--- src/rtl/sg_config_sequencer_pkg.sv ---
// Shared definitions for the signal_generator configuration sequencer:
// FSM encodings, register word offsets, CTRL/STAT bit positions and small helpers.
package sg_config_sequencer_pkg;

    typedef enum logic [2:0] {
        ST_IDLE    = 3'd0,
        ST_QUIESCE = 3'd1,
        ST_LOAD    = 3'd2,
        ST_TAIL    = 3'd3,
        ST_RESUME  = 3'd4
    } seq_state_e;

    // Word offsets inside the 32-byte window (byte address bits [4:2]).
    localparam logic [2:0] REG_CTRL = 3'd0;
    localparam logic [2:0] REG_FSEL = 3'd1;
    localparam logic [2:0] REG_STAT = 3'd2;

    localparam int CTRL_START     = 0;
    localparam int CTRL_EN        = 1;
    localparam int CTRL_RESUME    = 2;

    localparam int STAT_BUSY      = 0;
    localparam int STAT_DONE      = 1;
    localparam int STAT_OVR       = 2;
    localparam int STAT_STATE_LSB = 4;

    // Width able to hold n-1; never narrower than one bit.
    function automatic int cnt_width(input int n);
        return (n < 2) ? 1 : $clog2(n);
    endfunction

    function automatic logic [31:0] byte_mask(input logic [3:0] sel);
        return {{8{sel[3]}}, {8{sel[2]}}, {8{sel[1]}}, {8{sel[0]}}};
    endfunction

endpackage

--- src/rtl/sg_config_sequencer_bit_timer.sv ---
// sg_bit_timer: loadable down-counter; tc_o is high while the count sits at zero,
// so loading N-1 on a state entry makes tc_o mark the last of N cycles.
module sg_bit_timer
    import sg_config_sequencer_pkg::*;
#(
    parameter int W = 3
) (
    input  logic         clk_i,
    input  logic         rst_ni,
    input  logic         load_i,
    input  logic [W-1:0] load_val_i,
    output logic         tc_o
);

    logic [W-1:0] cnt_q;
    logic [W-1:0] cnt_d;

    always_comb begin
        cnt_d = cnt_q;
        if (load_i) begin
            cnt_d = load_val_i;
        end else if (cnt_q != '0) begin
            cnt_d = cnt_q - 1'b1;
        end
    end

    always_ff @(posedge clk_i or negedge rst_ni) begin
        if (!rst_ni) begin
            cnt_q <= '0;
        end else begin
            cnt_q <= cnt_d;
        end
    end

    assign tc_o = (cnt_q == '0);

endmodule

--- src/rtl/sg_config_sequencer.sv ---
// Wishbone-programmable sequencer: quiesces the CCD signal_generator, shifts a
// frequency-select word out MSB-first under load_config, then restores enable.
module sg_config_sequencer
    import sg_config_sequencer_pkg::*;
#(
    parameter logic [31:0] BASE_ADDR     = 32'h3000_0020,
    parameter int          FSEL_W        = 4,
    parameter int          BIT_CYCLES    = 4,
    parameter int          SETTLE_CYCLES = 8
) (
    input  logic        wb_clk_i,
    input  logic        wb_rst_i,
    input  logic        wbs_stb_i,
    input  logic        wbs_cyc_i,
    input  logic        wbs_we_i,
    input  logic [3:0]  wbs_sel_i,
    input  logic [31:0] wbs_dat_i,
    input  logic [31:0] wbs_adr_i,
    output logic        wbs_ack_o,
    output logic [31:0] wbs_dat_o,
    output logic        o_enable,
    output logic        o_f_select_serial,
    output logic        o_load_config,
    output logic        o_irq
);

    localparam int CNT_W = cnt_width((BIT_CYCLES > SETTLE_CYCLES) ? BIT_CYCLES : SETTLE_CYCLES);
    localparam int IDX_W = cnt_width(FSEL_W);
    localparam logic [CNT_W-1:0] BIT_LOAD    = CNT_W'(BIT_CYCLES - 1);
    localparam logic [CNT_W-1:0] SETTLE_LOAD = CNT_W'(SETTLE_CYCLES - 1);
    localparam logic [IDX_W-1:0] IDX_LAST    = IDX_W'(FSEL_W - 1);

    // Bus handshake: an access is taken on the first cycle stb&cyc hits the
    // window, ack follows one cycle later and is never asserted twice in a row.
    logic        hit, acc, wr, rd, wr_b0;
    logic [2:0]  word_off;
    logic        ctrl_wr, fsel_wr, stat_wr, start_req, busy;
    logic [31:0] be_mask;
    logic [31:0] rdata;

    logic              ack_q;
    logic [31:0]       dat_q;
    logic              ctrl_en_q, ctrl_resume_q;
    logic [FSEL_W-1:0] fsel_q, fsel_d;
    logic              ovr_q, done_q;

    seq_state_e        state_q;
    logic              enable_q, load_q, serial_q, irq_q;
    logic [IDX_W-1:0]  idx_q, next_idx, next_pos;
    logic [FSEL_W-1:0] shadow_q;

    logic              tmr_load, tmr_tc;
    logic [CNT_W-1:0]  tmr_val;
    logic              unused_bits;

    assign hit       = wbs_stb_i & wbs_cyc_i & (wbs_adr_i[31:5] == BASE_ADDR[31:5]);
    assign acc       = hit & ~ack_q;
    assign wr        = acc & wbs_we_i;
    assign rd        = acc & ~wbs_we_i;
    assign wr_b0     = wr & wbs_sel_i[0];
    assign word_off  = wbs_adr_i[4:2];
    assign ctrl_wr   = wr_b0 & (word_off == REG_CTRL);
    assign fsel_wr   = wr & (word_off == REG_FSEL);
    assign stat_wr   = wr_b0 & (word_off == REG_STAT);
    assign start_req = ctrl_wr & wbs_dat_i[CTRL_START];
    assign busy      = (state_q != ST_IDLE);
    assign be_mask   = byte_mask(wbs_sel_i);
    assign fsel_d    = (fsel_q & ~be_mask[FSEL_W-1:0]) | (wbs_dat_i[FSEL_W-1:0] & be_mask[FSEL_W-1:0]);
    assign next_idx  = idx_q + 1'b1;
    assign next_pos  = IDX_LAST - next_idx;
    assign unused_bits = ^{wbs_adr_i[1:0], wbs_dat_i[31:FSEL_W], be_mask[31:FSEL_W]};

    always_comb begin
        rdata = '0;
        case (word_off)
            REG_CTRL: begin
                rdata[CTRL_EN]     = ctrl_en_q;
                rdata[CTRL_RESUME] = ctrl_resume_q;
            end
            REG_FSEL: rdata[FSEL_W-1:0] = fsel_q;
            REG_STAT: begin
                rdata[STAT_BUSY]             = busy;
                rdata[STAT_DONE]             = done_q;
                rdata[STAT_OVR]              = ovr_q;
                rdata[STAT_STATE_LSB +: 3]   = state_q;
            end
            default: ;
        endcase
    end

    always_ff @(posedge wb_clk_i or negedge wb_rst_i) begin
        if (!wb_rst_i) begin
            ack_q         <= 1'b0;
            dat_q         <= '0;
            ctrl_en_q     <= 1'b0;
            ctrl_resume_q <= 1'b0;
            fsel_q        <= '0;
            ovr_q         <= 1'b0;
        end else begin
            ack_q <= acc;
            dat_q <= rd ? rdata : '0;
            if (ctrl_wr) begin
                ctrl_en_q     <= wbs_dat_i[CTRL_EN];
                ctrl_resume_q <= wbs_dat_i[CTRL_RESUME];
            end
            if (fsel_wr) begin
                fsel_q <= fsel_d;
            end
            if (start_req && busy) begin
                ovr_q <= 1'b1;
            end else if (stat_wr && wbs_dat_i[STAT_OVR]) begin
                ovr_q <= 1'b0;
            end
        end
    end

    // Timer is reloaded on every state entry that needs timing.
    always_comb begin
        tmr_load = 1'b0;
        tmr_val  = BIT_LOAD;
        case (state_q)
            ST_IDLE: begin
                if (start_req) begin
                    tmr_load = 1'b1;
                    tmr_val  = enable_q ? SETTLE_LOAD : BIT_LOAD;
                end
            end
            ST_QUIESCE, ST_LOAD, ST_TAIL: tmr_load = tmr_tc;
            default: ;
        endcase
    end

    sg_bit_timer #(.W(CNT_W)) u_timer (
        .clk_i      (wb_clk_i),
        .rst_ni     (wb_rst_i),
        .load_i     (tmr_load),
        .load_val_i (tmr_val),
        .tc_o       (tmr_tc)
    );

    always_ff @(posedge wb_clk_i or negedge wb_rst_i) begin
        if (!wb_rst_i) begin
            state_q  <= ST_IDLE;
            enable_q <= 1'b0;
            load_q   <= 1'b0;
            serial_q <= 1'b0;
            irq_q    <= 1'b0;
            idx_q    <= '0;
            shadow_q <= '0;
            done_q   <= 1'b0;
        end else begin
            irq_q <= 1'b0;
            if (stat_wr && wbs_dat_i[STAT_DONE]) begin
                done_q <= 1'b0;
            end
            case (state_q)
                ST_IDLE: begin
                    load_q   <= 1'b0;
                    serial_q <= 1'b0;
                    idx_q    <= '0;
                    if (ctrl_wr) begin
                        enable_q <= wbs_dat_i[CTRL_EN];
                    end
                    if (start_req) begin
                        shadow_q <= fsel_q;
                        enable_q <= 1'b0;
                        if (enable_q) begin
                            state_q <= ST_QUIESCE;
                        end else begin
                            state_q  <= ST_LOAD;
                            load_q   <= 1'b1;
                            serial_q <= fsel_q[FSEL_W-1];
                        end
                    end
                end
                ST_QUIESCE: begin
                    if (tmr_tc) begin
                        state_q  <= ST_LOAD;
                        load_q   <= 1'b1;
                        serial_q <= shadow_q[FSEL_W-1];
                    end
                end
                ST_LOAD: begin
                    if (tmr_tc) begin
                        if (idx_q == IDX_LAST) begin
                            state_q  <= ST_TAIL;
                            load_q   <= 1'b0;
                            serial_q <= 1'b0;
                            idx_q    <= '0;
                        end else begin
                            idx_q    <= next_idx;
                            serial_q <= shadow_q[next_pos];
                        end
                    end
                end
                ST_TAIL: begin
                    // irq and the restored enable are visible during RESUME itself.
                    if (tmr_tc) begin
                        state_q  <= ST_RESUME;
                        irq_q    <= 1'b1;
                        enable_q <= ctrl_en_q & ctrl_resume_q;
                    end
                end
                ST_RESUME: begin
                    done_q  <= 1'b1;
                    state_q <= ST_IDLE;
                end
                default: state_q <= ST_IDLE;
            endcase
        end
    end

    assign wbs_ack_o         = ack_q;
    assign wbs_dat_o         = dat_q;
    assign o_enable          = enable_q;
    assign o_f_select_serial = serial_q;
    assign o_load_config     = load_q;
    assign o_irq             = irq_q;

endmodule

--- config.mk ---
export PLATFORM = sky130hd
export DESIGN_NAME = sg_config_sequencer
export DESIGN_NICKNAME = d
export VERILOG_FILES = /design/src/rtl/sg_config_sequencer_pkg.sv /design/src/rtl/sg_config_sequencer_bit_timer.sv /design/src/rtl/sg_config_sequencer.sv
export SDC_FILE = /design/constraint.sdc
export NUM_CORES = 1
export LEC_CHECK = 0
export BUFFER_PORTS_ARGS = -buffer_cell sky130_fd_sc_hd__buf_2
export CORE_MARGIN = 10
export CORE_UTILIZATION = 48
export CTS_CLUSTER_SIZE = 25
export DETAILED_ROUTE_END_ITERATION = 6
export GPL_TIMING_DRIVEN = 1
export PLACE_DENSITY = 0.95
export SYNTH_ARGS = -nofsm -noshare
export SYNTH_HDL_FRONTEND = slang
export SYNTH_SLANG_ARGS = --single-unit
--- constraint.sdc ---
create_clock -name wb_clk_i -period 3.43 [get_ports wb_clk_i]
set_input_delay 0 -clock wb_clk_i [delete_from_list [all_inputs] [get_ports wb_clk_i]]
set_output_delay 0 -clock wb_clk_i [all_outputs]
set_load 0.05 [all_outputs]
### Word level (Yosys, flattened, before mapping)

Index checks and enable logic that the tools add are counted.

* add/sub/neg operators: 3
* magnitude comparators: 1
* equal/unequal tests: 14
* muxes and demuxes: 46
* bitwise gates (word level): 17
* reductions and logical operators: 21

Operators with widths (number)
* 2-to-1 mux 3 bit: 11
* == test 27 x 25 -> 1 bit (second input constant): 1
* 2-to-1 mux 1 bit: 22
* case mux 3 bit (4 select lines): 1
* bitwise AND 1 bit: 11
* != test 2 bit (second input constant): 5
* nonzero test 2 bit: 5
* == test 3 x 2 -> 1 bit (second input constant): 3
* zero test 3 bit: 3
* nonzero test 3 bit: 3
* bitwise AND 4 bit: 2
* 2-to-1 mux 7 bit: 1
* == test 3 x 1 -> 1 bit (second input constant): 2
* 2-to-1 mux 2 bit: 3
* case mux 1 bit (2 select lines): 3
* case mux 1 bit (3 select lines): 2
* case mux 2 bit (3 select lines): 1
* AND reduction 3 bit: 2
* AND reduction 5 bit: 1
* inverter 4 bit: 1
* bitwise OR 4 bit: 1
* case mux 2 bit (2 select lines): 1
* AND reduction 2 bit: 2
* AND reduction 4 bit: 1
* other kinds (11): 14

* bits in registers: 32
* input bits: 73
* output and inout bits: 37
* word-level logic and storage cells: 117

### Logic depth before layout (Yosys ltp)

* depth after elaboration: 10
* gate-level depth with buffers: 8
* mapped depth without buffers: 7

### By module

Synthesis repeated with hierarchy kept, for this count alone.

* cells, all modules: 211
* area total of the unflattened synthesis: 2038.2 sq um

By module, submodules not included
* sg_config_sequencer: instances 1, cells each 190, area an instance 1836.8 sq um, sequential area each 725.7 sq um
* sg_bit_timer: instances 1, cells each 21, area an instance 201.4 sq um, sequential area each 75.1 sq um

### Worst setup path before layout

Ideal clock, no wire load.

* path type: register to register
* from: reg ack_q (netlist: wbs_ack_o)
* to: reg shadow_q[0]
* data arrival time: 1790 ps
* setup slack: 1515 ps
* cell stages (with the launch flop): 7
* path through: dfrtp_1 -> nor4_4 -> nand4_4 -> nor2_4 -> and4_4 -> buf_8 -> mux2_4

* word-level cells in the longest chain between the ends: 7

RTL lines
* start: declaration: RTL line sg_config_sequencer.sv:41 `logic ack_q;`
* start signal: assignment: RTL line sg_config_sequencer.sv:93 `ack_q <= 1'b0;`
* start signal: assignment: RTL line sg_config_sequencer.sv:100 `ack_q <= acc;`
* inverter 1 bit: RTL line sg_config_sequencer.sv:57 `assign acc = hit & ~ack_q;`
* bitwise AND 1 bit: RTL line sg_config_sequencer.sv:57
* via acc: RTL line sg_config_sequencer.sv:35 `logic hit, acc, wr, rd, wr_b0;`
* bitwise AND 1 bit: RTL line sg_config_sequencer.sv:58 `assign wr = acc & wbs_we_i;`
* bitwise AND 1 bit: RTL line sg_config_sequencer.sv:60 `assign wr_b0 = wr & wbs_sel_i[0];`
* bitwise AND 1 bit: RTL line sg_config_sequencer.sv:62 `assign ctrl_wr = wr_b0 & (word_off == REG_CTRL);`
* bitwise AND 1 bit: RTL line sg_config_sequencer.sv:65 `assign start_req = ctrl_wr & wbs_dat_i[CTRL_START];`
* AND reduction 2 bit (no source line)
* end signal: assignment: RTL line sg_config_sequencer.sv:165 `shadow_q <= fsel_q;`
* end: declaration: RTL line sg_config_sequencer.sv:50 `logic [FSEL_W-1:0] shadow_q;`

The timed path passes the listed nets, and every way through them passes these cells.
A chain may end at the register's enable or synchronous reset.

### Final worst setup path

* from: reg state_q[2]
* to: reg shadow_q[2]

* word-level cells in the longest chain between the ends: 2

RTL lines
* start: declaration: RTL line sg_config_sequencer.sv:47 `seq_state_e state_q;`
* start signal: assignment: RTL line sg_config_sequencer.sv:143 `state_q <= ST_IDLE;`
* start signal: assignment: RTL line sg_config_sequencer.sv:168 `state_q <= ST_QUIESCE;`
* start signal: assignment: RTL line sg_config_sequencer.sv:170 `state_q <= ST_LOAD;`
* zero test 3 bit: RTL line sg_config_sequencer.sv:156 `case (state_q)`
* AND reduction 2 bit (no source line)

No other way between the ends.

==> impl_metrics.ini <==
[sta]
fin_crit_ns = 2.00
timing.final.hold_violations = 0
worst_slew_pin_slew_ns = 0.681
relSlewSlack = 0.546
finalSetupViolations = 0
rsz0062_at_grt = no
setup_tns_ns = 0
drv_slew = 0
min_period_over_period = 0.582
skew_ns = 0.00507
fmax_ghz = 0.501

[logic_synthesis]
ys_seq_area_frac = 0.411
synthMuxAreaShare = 0.0977
synth_top_family_by_area = simple AND/OR/NAND/NOR gates
synthArstFlopShare = 1.00
yosys_register_bits = 32
synth_flop_cell = dfrtp_1
synthSimpleGateAreaFrac = 0.242
synth_xor_area_frac = 0.00450
syn_avg_cell_area_um2 = 10.5
synth_fa_ha_area_frac = 0.0193
syn-cell-area_um2 = 1950
yosys_warnings = 0
synth-edff-count = 0
synth_compound_area_frac = 0.0964
ys_types = 49
synth_cells = 185

[route]
drt-vias-per-instance = 5.35
drt_pass1_iterations = 4
drt-wirelength-per-cell_um = 17.0
via_count = 1541
wirelength_um = 4890
drtIter0Drc = 206
drc = 0
ant_nets = 0

[critical_path]
reg2reg_depth = 4
crit_fanout = 16
critPathLaunchType = flip-flop
worstPathArrival_ns = 2.17
crit_path_end_kind = flip-flop
critPathKind = flip-flop to flip-flop
crit_required_ns = 3.60

[global_routing]
grt_overflow_total = 0
globalRouteTotalUtil = 0.141
grt_pass1_wl_um = 7980
grt_pass1_vias = 1593
antenna_found_initial = 0
grt_max_degree = 33

[clock_tree]
path_clk_slew_ns = 0.06
clk_latency_ns = 0.29
h-tree-depth = 2
cts_tree = done
cts_root_buffer = clkbuf_8
cts_inserted_buffers = 5
clock_sinks = 32
clk_path_buf_depth = 2

[outcome]
status = finished clean

[placed_design]
globalplace.congestion = 0.852
dp_hpwl_um = 3870
numPortBuffers = 51
dp.cells = 277

[floorplan]
die_h_um = 83.7
fp.dieW_um = 83.7
rows = 23
start_util = 0.490
dieArea_um2 = 7000
core_um2 = 3970
ios = 110

[layout]
area_growth_pct = 16.0
final_cells = 288
fillers = 333
diodes = 0
fin_nets = 314
drive_gt1_frac = 0.361

[power_and_ir_drop]
vdd_drop_max_v = 0.000127
total_power_uw = 803
cellLeakagePower_uw = 0.00118
p_per_area_nw_per_um2 = 355

[hold_path]
hold_path_class = input pin to flip-flop
hold_path_depth = 4

[job]
maxCapViolCount = 0
## layout by cell type, fill, tap and decap left out, drive strengths merged, types with 5 or more instances in the layout
cell type / n
buf: 51
dfrtp: 32
conb: 25
nor2: 20
a21oi: 11
mux2: 10
nand2: 8
clkbuf: 7
nor3: 5
a22o: 5
and3: 5
o21ai: 5
nor4: 5
nand4: 5
## synth_stat cells (all sizes together) (3+ instances only)
| library cell | n | area, um2 |
|---|---|---|
| nand4 | 5 | 52.6 |
| a21oi | 11 | 55.1 |
| a22o | 5 | 43.8 |
| or2 | 3 | 18.8 |
| dfrtp | 32 | 801 |
| nor2 | 20 | 82.6 |
| buf | 27 | 210 |
| nand2 | 8 | 30.0 |
| nor2b | 3 | 18.8 |
| mux2i | 4 | 40.0 |
| mux2 | 10 | 128 |
| nor4 | 5 | 65.1 |
| o21ai | 5 | 25.0 |
| inv | 4 | 15.0 |
| clkbuf | 6 | 22.5 |
| and3 | 5 | 32.5 |
| ha | 3 | 37.5 |
| nor3 | 5 | 25.0 |
## layout make-up
type / instances / area (um2) / area share
Multi-Input combinational cell: 140 / 988 / 0.438
Inverter: 4 / 15.0 / 0.00665
Timing Repair Buffer: 55 / 295 / 0.131
Clock buffer: 7 / 96.3 / 0.0427
Sequential cell: 32 / 801 / 0.355
Tap cell: 50 / 62.6 / 0.0277
## logic make-up after synthesis
group / count (synthesis)
xor gates and xnor gates: 1
muxes: 15
and+or+nand+nor: 67
buffers and inverters: 37
AOI/OAI and AO/OA: 29
other: 1
DFF: 32
adders and majority gates: 3
## what timing repair did
item,CTS,global route
endpoints found under the hold margin,36,0
resized for setup,0,0
hold buffers,4,0
buffers inserted,0,0
## per-layer routing
metal | track usage | part of all wire | vias to the layer above
met2 | 0.242 | 0.54 | 66
met3 | 0.0566 | 0.085 | 16
li1 | - | - | 713
met4 | 0.0670 | 0.028 | 0
met5 | 0 | 0 | -
met1 | 0.145 | 0.34 | 746
## critical path, cell delays in order, from the launching register on
cell and delay (ns):
dfrtp_1 0.55, or2_2 0.45, nor2_1 0.22, and4_4 0.35, mux2_4 0.31
## power breakdown
group	switching, uW	internal, uW
clock	133	178
sequential	0.0000486	378
combinational	87.9	26.4
total	221	582
## through the flow
stage          hold slack (ns)  area, um2   util  worst slack [ns]
6_report                0.0471       2260  0.569              1.43
5_1_grt                 0.0695       2260  0.569              1.35
4_1_cts                 0.0387       2260  0.569              1.45
3_5_place_dp            0.0796       2120  0.534              1.47
3_3_place_gp            0.0692       2120  0.534              1.50
2_1_floorplan           -0.296       2040      -              1.52
## worst paths after layout
kind | end | slack [ns] | start
setup / recovery | shadow_q[2] | 1.43 | state_q[2]
hold reg to reg | done_q | 0.51 | done_q
setup reg to reg | shadow_q[2] | 1.43 | state_q[2]
hold / removal | wbs_dat_o[0] | 0.05 | wbs_we_i
max in group asynchronous | idx_q[1] | 2.71 | wb_rst_i
min in group asynchronous | state_q[1] | 0.29 | wb_rst_i
Note: power is estimated with default switching activity, not from simulation.
